==> config.mk <==
export PLATFORM = sky130hd
export DESIGN_NAME = next_pc_unit
export DESIGN_NICKNAME = d
export VERILOG_FILES = /design/src/rtl/next_pc_unit_pkg.sv /design/src/rtl/next_pc_unit_target_gen.sv /design/src/rtl/next_pc_unit.sv
export SDC_FILE = /design/constraint.sdc
export NUM_CORES = 1
export LEC_CHECK = 0
export ABC_AREA = 1
export BUFFER_PORTS_ARGS = -buffer_cell sky130_fd_sc_hd__buf_2
export CAP_MARGIN = 5
export CELL_PAD_IN_SITES_DETAIL_PLACEMENT = 0
export CELL_PAD_IN_SITES_GLOBAL_PLACEMENT = 1
export CORE_ASPECT_RATIO = 0.6
export CORE_MARGIN = 2
export CORE_UTILIZATION = 36
export DETAILED_ROUTE_END_ITERATION = 6
export PLACE_DENSITY = 0.85
export SYNTH_ARGS = -nofsm -noshare
export SYNTH_HDL_FRONTEND = slang
export SYNTH_SLANG_ARGS = --single-unit
==> constraint.sdc <==
create_clock -name clk -period 2.32 [get_ports clk]
set_input_delay 0.464 -clock clk [delete_from_list [all_inputs] [get_ports clk]]
set_output_delay 0.464 -clock clk [all_outputs]
set_load 0.1 [all_outputs]
==> src/rtl/next_pc_unit_pkg.sv <==
// Shared encodings and default parameters for the next-PC unit.
package next_pc_unit_pkg;

    localparam int unsigned DefAddrW   = 32;
    localparam int unsigned DefJidxW   = 26;
    localparam logic [31:0] DefResetPc = 32'h0000_0000;

    typedef enum logic [1:0] {
        ModeNone   = 2'b00,
        ModeBranch = 2'b01,
        ModeJump   = 2'b10,
        ModeJr     = 2'b11
    } redir_mode_e;

    typedef enum logic {
        StRun       = 1'b0,
        StHoldRedir = 1'b1
    } npc_state_e;

endpackage

==> src/rtl/next_pc_unit_target_gen.sv <==
// Combinational redirect target formation for branch, jump and register-jump.
module pc_target_gen
    import next_pc_unit_pkg::*;
#(
    parameter int unsigned ADDR_W = DefAddrW,
    parameter int unsigned JIDX_W = DefJidxW
) (
    input  logic [1:0]        mode,
    input  logic [ADDR_W-1:0] base_pc,
    input  logic [15:0]       imm16,
    input  logic [JIDX_W-1:0] jidx,
    input  logic [ADDR_W-1:0] jr_target,
    output logic [ADDR_W-1:0] target,
    output logic              misalign
);

    localparam int unsigned LowW = JIDX_W + 2;
    // Covers the jidx/word-offset field; all ones when no upper PC bits remain.
    localparam logic [ADDR_W-1:0] LowMask = {ADDR_W{1'b1}} >> (ADDR_W - LowW);

    logic [ADDR_W-1:0] branch_tgt;
    logic [ADDR_W-1:0] jump_tgt;
    logic [ADDR_W-1:0] jr_tgt;

    assign branch_tgt = base_pc + ADDR_W'($signed({imm16, 2'b00}));
    assign jump_tgt   = (base_pc & ~LowMask) | ADDR_W'({jidx, 2'b00});
    assign jr_tgt     = {jr_target[ADDR_W-1:2], 2'b00};

    always_comb begin
        target   = '0;
        misalign = 1'b0;
        case (redir_mode_e'(mode))
            ModeBranch: target = branch_tgt;
            ModeJump:   target = jump_tgt;
            ModeJr: begin
                target   = jr_tgt;
                misalign = |jr_target[1:0];
            end
            default: ;
        endcase
    end

endmodule

==> src/rtl/next_pc_unit.sv <==
// Fetch PC register with stall handling and a one-deep latched redirect.
module next_pc_unit
    import next_pc_unit_pkg::*;
#(
    parameter int unsigned       ADDR_W   = DefAddrW,
    parameter int unsigned       JIDX_W   = DefJidxW,
    parameter logic [ADDR_W-1:0] RESET_PC = ADDR_W'(DefResetPc)
) (
    input  logic              clk,
    input  logic              rst_n,
    input  logic              stall,
    input  logic              redirect_valid,
    input  logic [1:0]        redirect_mode,
    input  logic [ADDR_W-1:0] base_pc,
    input  logic [15:0]       imm16,
    input  logic [JIDX_W-1:0] jidx,
    input  logic [ADDR_W-1:0] jr_target,
    output logic [ADDR_W-1:0] pc,
    output logic [ADDR_W-1:0] pc_plus4,
    output logic              redirected,
    output logic              pending,
    output logic              misalign
);

    npc_state_e        state_q, state_d;
    logic [ADDR_W-1:0] pc_q, pc_d;
    logic [ADDR_W-1:0] tgt_q, tgt_d;
    logic              lmis_q, lmis_d;
    logic              redirected_q, redirected_d;
    logic              misalign_q, misalign_d;

    logic [ADDR_W-1:0] new_tgt;
    logic              new_mis;
    logic              redir;

    pc_target_gen #(
        .ADDR_W (ADDR_W),
        .JIDX_W (JIDX_W)
    ) u_target_gen (
        .mode      (redirect_mode),
        .base_pc   (base_pc),
        .imm16     (imm16),
        .jidx      (jidx),
        .jr_target (jr_target),
        .target    (new_tgt),
        .misalign  (new_mis)
    );

    assign redir    = redirect_valid && (redirect_mode != ModeNone);
    assign pc_plus4 = pc_q + ADDR_W'(4);

    always_comb begin
        state_d      = state_q;
        pc_d         = pc_q;
        tgt_d        = tgt_q;
        lmis_d       = lmis_q;
        redirected_d = 1'b0;
        misalign_d   = 1'b0;
        unique case (state_q)
            StRun: begin
                if (redir && !stall) begin
                    pc_d         = new_tgt;
                    redirected_d = 1'b1;
                    misalign_d   = new_mis;
                end else if (redir) begin
                    tgt_d   = new_tgt;
                    lmis_d  = new_mis;
                    state_d = StHoldRedir;
                end else if (!stall) begin
                    pc_d = pc_plus4;
                end
            end
            StHoldRedir: begin
                if (stall) begin
                    if (redir) begin
                        tgt_d  = new_tgt;
                        lmis_d = new_mis;
                    end
                end else begin
                    // A redirect arriving on the release cycle is younger than the latched one.
                    pc_d         = redir ? new_tgt : tgt_q;
                    misalign_d   = redir ? new_mis : lmis_q;
                    redirected_d = 1'b1;
                    state_d      = StRun;
                end
            end
        endcase
    end

    always_ff @(posedge clk) begin
        if (!rst_n) begin
            state_q      <= StRun;
            pc_q         <= RESET_PC;
            tgt_q        <= '0;
            lmis_q       <= 1'b0;
            redirected_q <= 1'b0;
            misalign_q   <= 1'b0;
        end else begin
            state_q      <= state_d;
            pc_q         <= pc_d;
            tgt_q        <= tgt_d;
            lmis_q       <= lmis_d;
            redirected_q <= redirected_d;
            misalign_q   <= misalign_d;
        end
    end

    assign pc         = pc_q;
    assign pending    = (state_q == StHoldRedir);
    assign redirected = redirected_q;
    assign misalign   = misalign_q;

endmodule

# After elaboration in Yosys (flattened, before gate mapping)
# Cells that the tools add are included.
word_totals:
  output_inout_bits: 67
  word_cells: 50
  input_bits: 112
  ff_bits: 68
classes:
  bitwise_logic: 2
  mux: 25
  addsub: 2
  reduce_logical: 7
  n_eq_ne: 8
op_table:
  columns: ["op", "count"]
  rows:
  - ["2-to-1 mux 32 bit", 7]
  - ["case mux 32 bit (2 select lines)", 2]
  - ["case mux 32 bit (3 select lines)", 1]
  - ["adder 32 x 3 -> 32 bit, second input constant", 1]
  - ["adder 32 bit", 1]
  - ["bitwise OR 32 x 28 -> 32 bit", 1]
  - ["2-to-1 mux 1 bit", 11]
  - ["case mux 1 bit (2 select lines)", 4]
  - ["!= test 2 bit, second input constant", 3]
  - ["!= test 3 bit, second input constant", 2]
  - ["== test 2 bit, second input constant", 2]
  - ["AND reduction 3 bit", 1]
  - ["== test 2 x 1 -> 1 bit, second input constant", 1]
  - ["logical AND 1 bit", 2]
  - ["AND reduction 2 bit", 1]
  - ["nonzero test 2 bit", 1]
  - ["OR reduction 2 bit", 1]
  - ["logical NOT 1 bit", 1]
  - ["inverter 1 bit", 1]

# Logic depth before layout (Yosys ltp)
logic_depth:
  depth_word: 5
  ltp_mapped: 17
  mapped_depth_nobuf: 17

# Cells and area by module
# Synthesis repeated with hierarchy kept, for this count alone.
unflattened:
  hier_cells: 1293
  area_unflattened_um2: 7076.8
modules_own_cells:
  columns: ["module", "cells_each", "area_per_inst_um2", "n_inst"]
  rows:
  - ["next_pc_unit", 675, 4187.8, 1]
  - ["pc_target_gen", 618, 2889.0, 1]

# Worst setup path after synthesis
# No wires, ideal clock.
synth_path:
  path_type: "register to output"
  from: "register pc_q[2], in the netlist pc[2]"
  to: "output pc_plus4[23]"
  path_buffers: 0
  path_stages_with_launch: 7
  arrival_time_ns: 3.353
  setup_slack_ns: -1.497
  cell_sequence: "dfxtp_1 -> nand2_1 -> nor2_8 -> inv_2 -> nor2_2 -> nand2_1 -> xnor2_1"
synth_between:
  elab_chain_cells: 1
synth_lines:
  columns: ["element", "line_no", "rtl"]
  rows:
  - ["from (decl)", "next_pc_unit.sv:26", "logic [ADDR_W-1:0] pc_q, pc_d;"]
  - ["from (signal assigned)", "next_pc_unit.sv:100", "pc_q <= pc_d;"]
  - ["adder 32 x 3 -> 32 bit", "next_pc_unit.sv:50", "assign pc_plus4 = pc_q + ADDR_W'(4);"]
  - ["to (decl)", "next_pc_unit.sv:19", "output logic [ADDR_W-1:0] pc_plus4,"]
# Every way passes these cells.

# Worst setup path after layout
layout_path:
  from: "register pc_q[9], in the netlist pc[9]"
  to: "output pc_plus4[22]"
# The elaborated chain is that of the path after synthesis.

==> results.md <==
* Run status: complete, but fails checks
* Failing checks: negative setup slack
* Total core area at 18100 µm²
* Part of the power in registers at 0.263
* Fraction of layout instances using a drive strength above 1 at 0.364
* Die span in y at 109 µm
* Data arrival time at the worst-slack endpoint at 2080 ps
* Largest net degree at the start of global routing at 29
* Combinational share of power at 0.458
* End of the worst register-to-register path: pc[27]$_SDFFE_PN0P_
* Internal power at 2900 µW
* Effective utilization at floorplan at 0.367
* Final setup violating endpoints at 15
* Register area share after synthesis at 0.205
* Most area-hungry cell type in the Yosys netlist: sky130_fd_sc_hd__dfxtp_1
* Fill cells at 1742
* Number of violations reported at the end of detailed-routing iteration 0 at 867
* Gr usage total at 0.288
* Final cell utilization of the core at 0.591
* Final GP Congestion at 0.928
* Type of origin of the critical path: flip-flop
* Period Utilization, post-route at 1.10
* Synth Cell Area at 6630 µm²
* Total wire length after detailed routing at 29.1 mm
* Number of optimization iterations in the first detailed-route pass at 5
* Worst IR drop on VDD at 0.344 mV
* Static leakage power at 0.00550 µW
* Number of instances in the synthesized netlist at 1152
* Vias per cell at 5.12
* Switch Pwr at 2200 µW
* DIE AREA at 19600 µm²
* Fin area at 10700 µm²
* Transition time at the pin with the least slew margin at 709 ps
* Critical Path End: pc_plus4[22]
* Critical path capture point type: primary output
* Sink count of the clock tree at 68
* Critical path required time at 1860 ps
* Syn nets at 1295
* Inserted Clock Buffers at 9
* Warnings, synthesis at 0
* Global-route wire length before repair at 42.9 mm
* Cell Rows at 38
* Worst setup startpoint: pc[9]$_SDFFE_PN0P_
* Class of the most critical setup path: flip-flop to primary output
* Async set-reset flop share out of synthesis at 0
* Post-place instance area at 9510 µm²
* Cells on worst reg2reg path at 15
* Source of the worst register-to-register timing path: pc[6]$_SDFFE_PN0P_
* Total grt overflow at 0
* Headroom to the max-slew limit at 0.527
* Portion of total power attributed to the clock network at 0.279
* Endpoints failing hold at 0
* Class of the tightest hold or removal check: flip-flop to flip-flop
* Flops & latches, synth at 68
* Share of total power consumed by net switching at 0.432
* Pwr/cell area at 477 nW/µm²
* Final antenna-violating net count at 0
* Count of input and output buffers at 178
* Clock Skews at 11.6 ps
* Slack of the worst reg-to-reg path at 250 ps
* Antenna violations before repair at 0
* Routed length per placed instance at 16.9 µm
* Count of pins over their slew limit at 0
* Most area-consuming cells after synthesis: sky130_fd_sc_hd__dfxtp_1, sky130_fd_sc_hd__nand2_1, sky130_fd_sc_hd__inv_1, sky130_fd_sc_hd__nand3_1, sky130_fd_sc_hd__nor2_1
* Setup repair after global routing missed its margin: yes
* Number of global-route vias before repair at 7871
* Growth of design area from synthesis to finish at 61.0%
* Minimum setup slack in the final design at -228 ps
* Total vias in the final route at 8825
* Clk root buf: sky130_fd_sc_hd__clkbuf_16
* # IOs at 179
* Peak fanout along the critical path at 4
* Residual DRC at 0
* Post-detailed-placement half-perimeter wirelength at 22.7 mm
* Horizontal die dimension at 179 µm
* Final critical path time including I/O delays and setup at 2550 ps
* CTS clk-pin slew, worst paths at 60 ps
* Synthesized area per cell at 5.76 µm²
* Clock latency reported for the late side of the worst-skew pair at 340 ps
* Number of distinct library cells after synthesis at 47
* Number of nets in the layout at 1620
* TritonCTS clock tree: built
* Number of max-cap violations at 0
* Antenna Diode Count at 0
* Share of the synthesized area in the top cell type at 0.205
* Most instantiated flip-flop cell in the synthesis netlist: sky130_fd_sc_hd__dfxtp_1
* Number of synthesized flops with an enable pin at 0
* Number of levels in the clock H-tree at 3
* Achievable frequency at 392 MHz
* Maximum buffer depth of the clock tree at 2
critical path: stages (launching register included):
cell,delay [ps]
sky130_fd_sc_hd__dfxtp_4,400
sky130_fd_sc_hd__nand2_4,80
sky130_fd_sc_hd__nor3_4,230
sky130_fd_sc_hd__nand2_2,120
sky130_fd_sc_hd__buf_4,140
sky130_fd_sc_hd__nor2_1,100
sky130_fd_sc_hd__nand2_1,120
sky130_fd_sc_hd__or2_4,270
sky130_fd_sc_hd__nand2_4,100
sky130_fd_sc_hd__buf_12,180
cells in the final DEF, fill, tap and decap left out, types with 22 or more instances in the layout:
cell	netlist	layout
sky130_fd_sc_hd__nand2_1	361	324
sky130_fd_sc_hd__buf_2	13	150
sky130_fd_sc_hd__inv_1	157	149
sky130_fd_sc_hd__buf_4	2	148
sky130_fd_sc_hd__nor2_1	115	98
sky130_fd_sc_hd__nand3_1	98	95
sky130_fd_sc_hd__o21ai_0	50	49
sky130_fd_sc_hd__dfxtp_1	68	40
sky130_fd_sc_hd__a21oi_1	34	33
sky130_fd_sc_hd__buf_12	0	31
sky130_fd_sc_hd__o21ai_1	28	28
sky130_fd_sc_hd__ha_1	30	27
sky130_fd_sc_hd__a221oi_1	22	22
synth_stat cells (5+ instances only):
cell                       instances
sky130_fd_sc_hd__a21oi_1          34
sky130_fd_sc_hd__a221oi_1         22
sky130_fd_sc_hd__a31oi_1           6
sky130_fd_sc_hd__buf_2            13
sky130_fd_sc_hd__clkbuf_1         21
sky130_fd_sc_hd__dfxtp_1          68
sky130_fd_sc_hd__ha_1             30
sky130_fd_sc_hd__inv_1           157
sky130_fd_sc_hd__inv_2            12
sky130_fd_sc_hd__nand2_1         361
sky130_fd_sc_hd__nand3_1          98
sky130_fd_sc_hd__nand3b_1          6
sky130_fd_sc_hd__nand4_1          14
sky130_fd_sc_hd__nor2_1          115
sky130_fd_sc_hd__nor2_2            7
sky130_fd_sc_hd__nor3_1            8
sky130_fd_sc_hd__nor3_2            8
sky130_fd_sc_hd__o211ai_1         17
sky130_fd_sc_hd__o21a_1            6
sky130_fd_sc_hd__o21ai_0          50
sky130_fd_sc_hd__o21ai_1          28
sky130_fd_sc_hd__or2_1             5
sky130_fd_sc_hd__xnor2_1           6
sky130_fd_sc_hd__xor2_1           15
per-layer routing:
layer,vias to the layer above,track usage,share of wire
met5,-,0,0
met2,366,0.415,0.41
met4,0,0.0334,0.0082
met1,4066,0.453,0.50
li1,4375,-,-
met3,18,0.0495,0.084
registers in the layout (all words and copies together) (netlist names):
register / count
pending: 1
redirected: 1
lmis_q: 1
pc: 32
tgt_q: 32
misalign: 1
worst min path at each step:
stage,from,to,depth (start not counted)
finish,tgt_q[31]$_SDFFE_PN0P_,tgt_q[31]$_SDFFE_PN0P_,2
global route,tgt_q[2]$_SDFFE_PN0P_,tgt_q[2]$_SDFFE_PN0P_,2
CTS,tgt_q[31]$_SDFFE_PN0P_,tgt_q[31]$_SDFFE_PN0P_,2
detailed placement,tgt_q[31]$_SDFFE_PN0P_,tgt_q[31]$_SDFFE_PN0P_,2
global placement,tgt_q[31]$_SDFFE_PN0P_,tgt_q[31]$_SDFFE_PN0P_,2
floorplan,tgt_q[31]$_SDFFE_PN0P_,tgt_q[31]$_SDFFE_PN0P_,2
metrics by stage:
| stage | hold slack, ps | instances | total power, µW | setup TNS (ps) | worst slack (ps) |
|---|---|---|---|---|---|
| 4_1_cts | 457 | 1702 | 4990 | -1100 | -154 |
| 2_1_floorplan | 419 | 1152 | 2760 | -1770 | -225 |
| 6_report | 456 | 1722 | 5100 | -1360 | -228 |
| 5_1_grt | 480 | 1722 | 5330 | -2790 | -288 |
| 3_5_place_dp | 441 | 1660 | 3560 | -3640 | -189 |
| 3_3_place_gp | 429 | 1660 | 3550 | -2580 | -154 |
layout make-up:
class | instances | area, µm² | area share
Clock buffer | 9 | 225 | 0.0211
Clock inverter | 7 | 75.1 | 0.00703
Inverter | 170 | 657 | 0.0615
Multi-Input combinational cell | 877 | 5250 | 0.492
Sequential cell | 68 | 1450 | 0.136
Tap cell | 240 | 300 | 0.0281
Timing Repair Buffer | 351 | 2720 | 0.255
logic make-up after synthesis:
kind of cell             after synthesis  share of synthesized area
AO/OA/AOI/OAI                        176                      0.160
buffers and inverters                207                      0.121
AND/OR/NAND/NOR                      649                      0.427
adder cells (fa/ha/maj)               31                     0.0596
flip-flops                            68                      0.205
XOR/XNOR                              21                     0.0277
power groups by stage:
stage,Combinational (µW),Sequential [µW],Clock (µW)
global route,2500,1350,1480
floorplan,1130,1630,0
detailed placement,2200,1360,0
CTS,2250,1330,1410
finish,2330,1340,1420
global placement,2190,1360,0
timing repair:
| item | 4_1_cts | 5_1_grt |
|---|---|---|
| gates cloned | 0 | 0 |
| pin swaps | 21 | 46 |
| gates resized for setup | 42 | 90 |
| buffers inserted | 26 | 21 |
| hold buffers | 0 | 0 |
| setup endpoints to repair | 21 | 31 |
Note: power is estimated with default switching activity, not from simulation.
